**src/rtl/mem_pkg.sv**
```systemverilog
// Shared types and constants for the multi-cycle data-memory responder.
package mem_pkg;

   typedef enum logic [1:0] {
      IDLE = 2'd0,
      WAIT = 2'd1,
      RESP = 2'd2
   } mem_state_t;

   localparam int unsigned WORD_BYTES = 4;

   typedef enum logic [0:0] {
      RspOkay  = 1'b0,
      RspError = 1'b1
   } mem_rsp_t;

endpackage

```
**src/rtl/mem_responder_if.sv**
```systemverilog
// Load/store request and response handshake bundle between datapath and responder.
interface mem_responder_if;

   logic        req_valid;
   logic        req_ready;
   logic [31:0] req_addr;
   logic        req_write;
   logic [31:0] req_wdata;
   logic        rsp_valid;
   logic        rsp_ready;
   logic [31:0] rsp_rdata;
   logic        rsp_error;

   modport master (
      output req_valid, req_addr, req_write, req_wdata, rsp_ready,
      input  req_ready, rsp_valid, rsp_rdata, rsp_error
   );

   modport slave (
      input  req_valid, req_addr, req_write, req_wdata, rsp_ready,
      output req_ready, rsp_valid, rsp_rdata, rsp_error
   );

endinterface

```
**src/rtl/mem_responder_data_store.sv**
```systemverilog
// Synchronous DEPTH x 32 word array with a registered read port.
module data_store #(
   parameter  int unsigned DEPTH = 64,
   localparam int unsigned IW    = $clog2(DEPTH)
) (
   input  logic          clock,
   input  logic          reset,
   input  logic          we,
   input  logic          re,
   input  logic          clr,
   input  logic [IW-1:0] idx,
   input  logic [31:0]   wdata,
   output logic [31:0]   rdata
);

   logic [31:0] mem_q [DEPTH];

   // Array contents deliberately have no reset.
   always_ff @(posedge clock) begin
      if (we) begin
         mem_q[idx] <= wdata;
      end
   end

   always_ff @(posedge clock) begin
      if (reset || clr) begin
         rdata <= '0;
      end else if (re) begin
         rdata <= mem_q[idx];
      end
   end

endmodule

```
**src/rtl/mem_responder.sv**
```systemverilog
// Multi-cycle data-memory responder: accepts one request, waits LATENCY cycles,
// commits the access and holds the response until the initiator takes it.
module mem_responder
   import mem_pkg::*;
#(
   parameter int unsigned DEPTH     = 64,
   parameter int unsigned LATENCY   = 2,
   parameter logic [31:0] BASE_ADDR = 32'h0000_0000
) (
   input logic            clock,
   input logic            reset,
   mem_responder_if.slave bus
);

   localparam int unsigned IW   = $clog2(DEPTH);
   localparam int unsigned CW   = (LATENCY > 1) ? $clog2(LATENCY) : 1;
   localparam int unsigned OFS  = $clog2(WORD_BYTES);
   localparam int unsigned IDXW = 32 - OFS;

   mem_state_t  state_q;
   logic [CW-1:0] cnt_q;
   logic [31:0] addr_q;
   logic        write_q;
   logic [31:0] wdata_q;
   logic        req_ready_q;
   logic        rsp_valid_q;
   mem_rsp_t    rsp_code_q;

   logic [IDXW-1:0] word_idx;
   logic            addr_err;
   logic            commit;
   logic [31:0]     rdata;

   // Offset from the base wraps in 32 bits, so addresses below BASE_ADDR land out of range.
   assign word_idx = IDXW'((addr_q - BASE_ADDR) >> OFS);
   assign addr_err = (addr_q[OFS-1:0] != '0) || ({{OFS{1'b0}}, word_idx} >= DEPTH);
   assign commit   = (state_q == WAIT) && (cnt_q == '0) && !reset;

   always_ff @(posedge clock) begin
      if (reset) begin
         state_q     <= IDLE;
         cnt_q       <= '0;
         req_ready_q <= 1'b1;
         rsp_valid_q <= 1'b0;
         rsp_code_q  <= RspOkay;
      end else begin
         unique case (state_q)
            IDLE: begin
               if (bus.req_valid) begin
                  addr_q      <= bus.req_addr;
                  write_q     <= bus.req_write;
                  wdata_q     <= bus.req_wdata;
                  cnt_q       <= CW'(LATENCY - 1);
                  req_ready_q <= 1'b0;
                  state_q     <= WAIT;
               end
            end
            WAIT: begin
               if (cnt_q == '0) begin
                  rsp_valid_q <= 1'b1;
                  rsp_code_q  <= addr_err ? RspError : RspOkay;
                  state_q     <= RESP;
               end else begin
                  cnt_q <= cnt_q - 1'b1;
               end
            end
            RESP: begin
               if (bus.rsp_ready) begin
                  rsp_valid_q <= 1'b0;
                  rsp_code_q  <= RspOkay;
                  req_ready_q <= 1'b1;
                  state_q     <= IDLE;
               end
            end
            default: begin
               state_q     <= IDLE;
               req_ready_q <= 1'b1;
               rsp_valid_q <= 1'b0;
            end
         endcase
      end
   end

   data_store #(
      .DEPTH (DEPTH)
   ) u_store (
      .clock (clock),
      .reset (reset),
      .we    (commit && write_q && !addr_err),
      .re    (commit && !write_q && !addr_err),
      .clr   (commit && (write_q || addr_err)),
      .idx   (word_idx[IW-1:0]),
      .wdata (wdata_q),
      .rdata (rdata)
   );

   assign bus.req_ready = req_ready_q;
   assign bus.rsp_valid = rsp_valid_q;
   assign bus.rsp_rdata = rdata;
   assign bus.rsp_error = (rsp_code_q == RspError);

endmodule
```
**src/flat_wrapper.sv**
```systemverilog
// flat-port wrapper written by rule: the top's interface ports become plain ports
module mem_responder_flat import mem_pkg::*;
#(
   parameter int unsigned DEPTH     = 64,
   parameter int unsigned LATENCY   = 2,
   parameter logic [31:0] BASE_ADDR = 32'h0000_0000
)
  (clock, reset, bus_req_valid, bus_req_addr, bus_req_write, bus_req_wdata, bus_rsp_ready, bus_req_ready, bus_rsp_valid, bus_rsp_rdata, bus_rsp_error);
  mem_responder_if bus_i ();
  input logic clock;
  input logic reset;
  input wire logic [$bits(bus_i.req_valid)-1:0] bus_req_valid;
  input wire logic [$bits(bus_i.req_addr)-1:0] bus_req_addr;
  input wire logic [$bits(bus_i.req_write)-1:0] bus_req_write;
  input wire logic [$bits(bus_i.req_wdata)-1:0] bus_req_wdata;
  input wire logic [$bits(bus_i.rsp_ready)-1:0] bus_rsp_ready;
  output wire logic [$bits(bus_i.req_ready)-1:0] bus_req_ready;
  output wire logic [$bits(bus_i.rsp_valid)-1:0] bus_rsp_valid;
  output wire logic [$bits(bus_i.rsp_rdata)-1:0] bus_rsp_rdata;
  output wire logic [$bits(bus_i.rsp_error)-1:0] bus_rsp_error;
  assign bus_i.req_valid = bus_req_valid;
  assign bus_i.req_addr = bus_req_addr;
  assign bus_i.req_write = bus_req_write;
  assign bus_i.req_wdata = bus_req_wdata;
  assign bus_i.rsp_ready = bus_rsp_ready;
  assign bus_req_ready = bus_i.req_ready;
  assign bus_rsp_valid = bus_i.rsp_valid;
  assign bus_rsp_rdata = bus_i.rsp_rdata;
  assign bus_rsp_error = bus_i.rsp_error;
  mem_responder #(.DEPTH(DEPTH), .LATENCY(LATENCY), .BASE_ADDR(BASE_ADDR)) u_core (.clock(clock), .reset(reset), .bus(bus_i));
endmodule
```
**config.mk**
```make
export PLATFORM = sky130hd
export DESIGN_NAME = mem_responder_flat
export DESIGN_NICKNAME = d
export VERILOG_FILES = /design/src/rtl/mem_pkg.sv /design/src/rtl/mem_responder_if.sv /design/src/rtl/mem_responder_data_store.sv /design/src/rtl/mem_responder.sv /design/src/flat_wrapper.sv
export SDC_FILE = /design/constraint.sdc
export NUM_CORES = 2
export LEC_CHECK = 0
export ABC_CLOCK_PERIOD_IN_PS = 6500
export BUFFER_PORTS_ARGS = -buffer_cell sky130_fd_sc_hd__buf_2
export CORE_UTILIZATION = 60
export CTS_CLUSTER_DIAMETER = 60
export DETAILED_ROUTE_END_ITERATION = 10
export PLACE_DENSITY_LB_ADDON = 0.08
export SYNTH_ARGS = -nofsm -noshare
export SYNTH_HDL_FRONTEND = slang
export SYNTH_SLANG_ARGS = --single-unit
```
**constraint.sdc**
```tcl
create_clock -name clock -period 6.5 [get_ports clock]
set_input_delay 0.325 -clock clock [delete_from_list [all_inputs] [get_ports clock]]
set_output_delay 0.325 -clock clock [all_outputs]
set_load 0.01 [all_outputs]
```
# Word level (Yosys, flattened, before mapping)
# Memories as Yosys holds them, arrays and structs flattened. A register that Yosys moved wholly into a read port is not among the register bits.
# Index checks and enable logic that the tools add are counted.
[classes] add_sub_neg=1 magnitude_cmp=1 n_eq_ne=5 muxes=18 n_bitwise=4 reduce_logical=23
[op_table] cell="$ge A30 B7 Y1 const B" n=1
[op_table] cell="$reduce_and A3 Y1" n=5
[op_table] cell="$mux W1" n=10
[op_table] cell="$logic_and A1 B1 Y1" n=7
[op_table] cell="$mux W2" n=3
[op_table] cell="$ne A2 B2 Y1 const B" n=3
[op_table] cell="$pmux W1 S3" n=2
[op_table] cell="$pmux W2 S3" n=1
[op_table] cell="$reduce_bool A2 Y1" n=3
[op_table] cell="$not A1 Y1" n=4
[op_table] cell="$pmux W1 S2" n=2
[op_table] cell="$logic_not A1 Y1" n=3
[op_table] cell="$logic_or A1 B1 Y1" n=3
[op_table] cell="$eq A2 B1 Y1 const B" n=1
[op_table] cell="$eq A2 B2 Y1 const B" n=1
[op_table] cell="$logic_not A2 Y1" n=1
[op_table] cell="$reduce_and A2 Y1" n=1
[op_table] cell="$sub A1 B1 Y1 const B" n=1
[totals] register_bits=71 ram_bits=2048 input_bits=69 out_inout_bits=35 mem_count=1
[mem_list] memory="u_core.u_store.mem_q" words=64 word_bits=32 rd=1 rd_clocked_by_memory_dff=1 write_ports=1 line_no="mem_responder_data_store.sv:16" rtl="logic [31:0] mem_q [DEPTH];"

# Depth between registers and ports, before layout
[depth] word_depth=7 depth_mapped=11

# By module
# Synthesis repeated with hierarchy kept, for this count alone.
[unflattened] hier_cells=4430 area_unflattened_um2=82384.0
[by_module_without_submodules] module="data_store" n_inst=1 cells_each=4323 area_per_inst_um2=80084.3 seq_area_each_um2=62139.6
[by_module_without_submodules] module="mem_responder" n_inst=1 cells_each=107 area_per_inst_um2=2299.7 seq_area_each_um2=2072.0

# Worst setup path after synthesis
# Ideal clock, no wire load.
[synth_path] path_type="register to register" start="register u_core.state_q[0]" end="register u_core.addr_q[0] (enable)" setup_ps=568 arrival_ps=5012 required_ps=5932 setup_slack_ps=920 path_stages_with_launch=4 n_path_buf=1 synth_period_minus_slack_ps=5580 cell_sequence="dfxtp_1 > clkbuf_2 > nand2b_1 > nor3_1"
[synth_between] elab_chain_cells=2
[synth_lines] element="start: declaration" line_no="mem_responder.sv:20" rtl="mem_state_t state_q;"
[synth_lines] element="start signal: assignment" line_no="mem_responder.sv:41" rtl="state_q <= IDLE;"
[synth_lines] element="start signal: assignment" line_no="mem_responder.sv:55" rtl="state_q <= WAIT;"
[synth_lines] element="start signal: assignment" line_no="mem_responder.sv:62" rtl="state_q <= RESP;"
[synth_lines] element="$logic_not A2 Y1" line_no="mem_responder.sv:47" rtl="unique case (state_q)"
[synth_lines] element="$reduce_and A3 Y1 (no line)"
[synth_lines] element="end signal: assignment" line_no="mem_responder.sv:50" rtl="addr_q <= bus.req_addr;"
[synth_lines] element="end: declaration" line_no="mem_responder.sv:22" rtl="logic [31:0] addr_q;"
# No other way between the ends.
# A chain may end at the register's enable or synchronous reset.

# Final worst setup path
[layout_path] start="register u_core.addr_q[22]" end="memory u_core.u_store.mem_q[59][26] (enable)"
[layout_between] elab_chain_cells=6
[layout_lines] element="$ge A30 B7 Y1" line_no="mem_responder.sv:36" rtl="assign addr_err = (addr_q[OFS-1:0] != '0) || ({{OFS{1'b0}}, word_idx} >= DEPTH);"
[layout_lines] element="$logic_or A1 B1 Y1" line_no="mem_responder.sv:36"
[layout_lines] element="$logic_not A1 Y1" line_no="mem_responder.sv:89" rtl=".we (commit && write_q && !addr_err),"
[layout_lines] element="$logic_and A1 B1 Y1" line_no="mem_responder.sv:89"
[layout_lines] element="$mux W1" line_no="mem_responder_data_store.sv:20" rtl="if (we) begin"
[layout_lines] element="$mux W1 (implied by the code)" line_no="mem_responder_data_store.sv:21" rtl="mem_q[idx] <= wdata;"
[layout_lines] element="end: declaration" line_no="mem_responder_data_store.sv:16"
# No other way between the ends.

==> summary.txt <==
FLOORPLANNING
--------------------------------------------------------------------------------------------------------
Core region area                                                                               0.134 mm2
Count of boundary I/O pins                                                                           104
Die area                                                                                       0.137 mm2
Initial core utilization                                                                           0.607
Horiz. Die Dim                                                                                    370 um
Die span in y                                                                                     370 um
FP Rows                                                                                              134

CLOCK TREE
--------------------------------------------------------------------------------------------------------
CTS buffer count                                                                                     206
Number of buffers on the longest clock path                                                            3
Number of setup buffers added after CTS                                                                0
Count of hold-fix buffers inserted at cts                                                             68
Clk root buf                                                                                sky130_fd_sc_hd__clkbuf_16
Post-cts sizing count                                                                                  0
Worst-skew pair later-pin latency                                                                 850 ps
Number of H-tree levels                                                                                4
Clock Sink Count                                                                                    2151
TritonCTS clock tree                                                                                 yes
Post-CTS clock slew at the launch and capture registers of the worst setup and hold paths          70 ps

YOSYS
--------------------------------------------------------------------------------------------------------
Register bit count reported by yosys                                                                2151
Most common cell in the netlist                                                             sky130_fd_sc_hd__edfxtp_1
Mapped Nets                                                                                         4246
Per-instance average area after synthesis                                                       19.5 um2
Most common library cells after synthesis                                                   sky130_fd_sc_hd__edfxtp_1, sky130_fd_sc_hd__a221oi_1, sky130_fd_sc_hd__mux4_2
Number of enable flip-flop cells after synthesis                                                    2113
Cells after synthesis                                                                               4177
Top area cells in the synthesized netlist                                                   sky130_fd_sc_hd__edfxtp_1, sky130_fd_sc_hd__mux4_2, sky130_fd_sc_hd__a221oi_1, sky130_fd_sc_hd__mux2i_1, sky130_fd_sc_hd__a22oi_1
Area of the mapped netlist                                                                    0.0815 mm2
Yosys warning count                                                                                    0
Post-synthesis sequential area ratio                                                               0.788
Fraction of registers with async set or reset after synthesis                                          0
Count of cell types in the netlist                                                                    70
Top-area cell type share of the netlist area                                                       0.779
Library cell with the largest summed area after synthesis                                   sky130_fd_sc_hd__edfxtp_1
Top FF cell, synth                                                                          sky130_fd_sc_hd__edfxtp_1

STA
--------------------------------------------------------------------------------------------------------
Maximum frequency from static timing analysis                                                  0.214 GHz
Final Hold Fails                                                                                       0
Setup TNS after final layout                                                                        0 ps
Total count of max-transition violations in the final report                                           2
Final critical delay including setup and external delays                                         4670 ps
Clock tree skew after final layout                                                               29.5 ps
Tightest slew margin relative to the limit                                                       -0.0164
Final setup fails                                                                                      0
Setup repair after global routing missed its margin                                                   no
Slew of the pin with the lowest slew margin                                                      1510 ps
Part of the cycle the worst path needs                                                             0.719

HOLD PATH
--------------------------------------------------------------------------------------------------------
Worst min path class                                                                              in2reg

GLOBAL ROUTE
--------------------------------------------------------------------------------------------------------
Pin count of the biggest net entering global routing                                                 110
Global-route wire length before repair                                                         340000 um
Antenna violations before repair                                                                      21
Grt ovf                                                                                                0
Via count of the first global-routing pass                                                         42900
Tot GR Track Use                                                                                   0.363

PWR
--------------------------------------------------------------------------------------------------------
Static leakage                                                                                   29.2 nW
Peak supply drop                                                                              0.000278 V
Power density cells                                                                           308 mW/mm2

PLACEMENT
--------------------------------------------------------------------------------------------------------
# port buffers                                                                                       103
Routability-driven placement congestion ratio                                                      0.930
Post-DP HPWL                                                                                   146000 um

SETUP PATH
--------------------------------------------------------------------------------------------------------
Critical path's most frequent cell                                                          sky130_fd_sc_hd__and3_1
Critical path capture point type                                                                register
Nature of the critical path startpoint                                                          register
Arrival time reported for the critical path endpoint                                             5130 ps
Cell chain of the critical path                                                             nor4_1, and3_1, and3_1, nand3_1, nor2_4
Type of the setup path with the least slack                                                      reg2reg
Critical path's largest stage delay                                                              1370 ps
Maximum fanout along the worst path                                                                   32
Slowest CP cell                                                                             sky130_fd_sc_hd__nor2_4
Required @ worst endpoint                                                                        6960 ps

DRT
--------------------------------------------------------------------------------------------------------
Final routed DRC violation total                                                                       0
Count of vias placed by the detailed router                                                        46000
Detailed Routing Iterations Pass 1                                                                     6
Total Wirelength                                                                               247000 um
Number of violations reported at the end of detailed-routing iteration 0                            8013
Average routed wire per standard cell                                                            38.7 um
Post-route antenna net violation count                                                                 0
Vias per inst                                                                                       7.20

CELLS AND AREA
--------------------------------------------------------------------------------------------------------
P&R area growth vs syn                                                                             12.9%
Share of post-route cells with drive strength above 1                                              0.196
Fill cell instance count of the final layout                                                        8529
Final core occ                                                                                     0.686
Layout Nets                                                                                         4506

STATUS
--------------------------------------------------------------------------------------------------------
Failing checks                                                                              capacitance limit, slew limit
Status                                                                                      complete, but fails checks

FLOW RUN
--------------------------------------------------------------------------------------------------------
Max Cap Violations                                                                                     1

-- cell families (layout without fill, tap and decap cells) --
logic type,count (synthesis),in the layout,synth area share
buffers and inverters,280,718,0.0182
multiplexers,487,487,0.0948
other,0,7,0
AO/OA/AOI/OAI,791,791,0.0730
flip-flops,2151,2151,0.788
AND/OR/NAND/NOR,468,468,0.0258
-- final timing paths --
kind	start	endpoint	slack [ps]	cells past startpoint
hold / removal	reset	u_core.bus.rsp_valid	70	3
setup / recovery	u_core.addr_q[22]	u_core.u_store.mem_q[59][26]	1830	5
setup reg to reg	u_core.addr_q[22]	u_core.u_store.mem_q[59][26]	1830	5
hold reg to reg	u_core.bus.rsp_valid	u_core.bus.rsp_valid	560	2
-- cells in the final DEF, fill, tap and decap left out, types with 53 or more instances in the layout --
| cell | Yosys | layout |
|---|---|---|
| sky130_fd_sc_hd__mux2i_1 | 221 | 221 |
| sky130_fd_sc_hd__nor2_4 | 0 | 68 |
| sky130_fd_sc_hd__edfxtp_1 | 2113 | 2113 |
| sky130_fd_sc_hd__dlygate4sd3_1 | 0 | 68 |
| sky130_fd_sc_hd__o22ai_1 | 60 | 60 |
| sky130_fd_sc_hd__clkbuf_16 | 0 | 208 |
| sky130_fd_sc_hd__nor2_1 | 181 | 113 |
| sky130_fd_sc_hd__a22oi_1 | 163 | 163 |
| sky130_fd_sc_hd__nand2_1 | 138 | 138 |
| sky130_fd_sc_hd__buf_2 | 106 | 103 |
| sky130_fd_sc_hd__a221oi_1 | 254 | 254 |
| sky130_fd_sc_hd__clkinv_1 | 1 | 53 |
| sky130_fd_sc_hd__buf_4 | 26 | 143 |
| sky130_fd_sc_hd__mux4_2 | 222 | 222 |
| sky130_fd_sc_hd__a21oi_1 | 83 | 83 |
| sky130_fd_sc_hd__o21ai_0 | 85 | 84 |
-- power by group --
part | leakage (nW) | internal [mW] | switching, mW
clock network | 3.24 | 6.77 | 5.12
logic | 6.64 | 0.350 | 0.877
registers | 19.3 | 15.2 | 0.0196
total | 29.2 | 22.3 | 6.01
-- per-layer routing --
metal  global-route usage  up-vias  share of wire
li1                     -    18000              -
met5                    0        -        0.00036
met4                0.119        8          0.035
met3                0.107      444           0.14
met1                0.520    24000           0.37
met2                0.541     3498           0.46
-- worst max-delay path, delay by kind of cell (launching register included) --
family	cells	cell delay (ps)
flops	1	430
simple gates	5	3790
-- state kept, by name, summed over array words and instances (netlist names) --
name                  count
u_core.u_store.rdata     32
u_core.cnt_q              1
u_core.bus.rsp_error      1
u_core.bus.rsp_valid      1
u_core.u_store.mem_q   2048
u_core.write_q            1
u_core.wdata_q           32
u_core.addr_q            32
u_core.state_q            2
u_core.bus.req_ready      1
-- stage by stage --
step                      cell area [um2]  hold WS, ps  cells  power [mW]  setup WS (ps)
final                               92000         69.4   6390        28.3           1830
after global routing                92000         53.7   6383        28.9           1810
after detailed placement            84700          498   5929        16.7           2100
after CTS                           92000         9.04   6383        28.3           2020
after floorplan                     81500          424   4177        16.2            920
after global placement              84600          502   5928        16.7           2110
-- final cells by class --
cell class	instances	area [um2]	area share
sequential	2151	64200	0.698
multi-input combinational	1746	16400	0.178
clock buffer	269	5520	0.0600
timing repair buffer	326	2510	0.0273
tap	1768	2210	0.0240
clock inverter	117	1130	0.0123
inverter	6	26.3	0.000286
antenna	7	17.5	0.000190
Power figures use the tool's default switching activity.
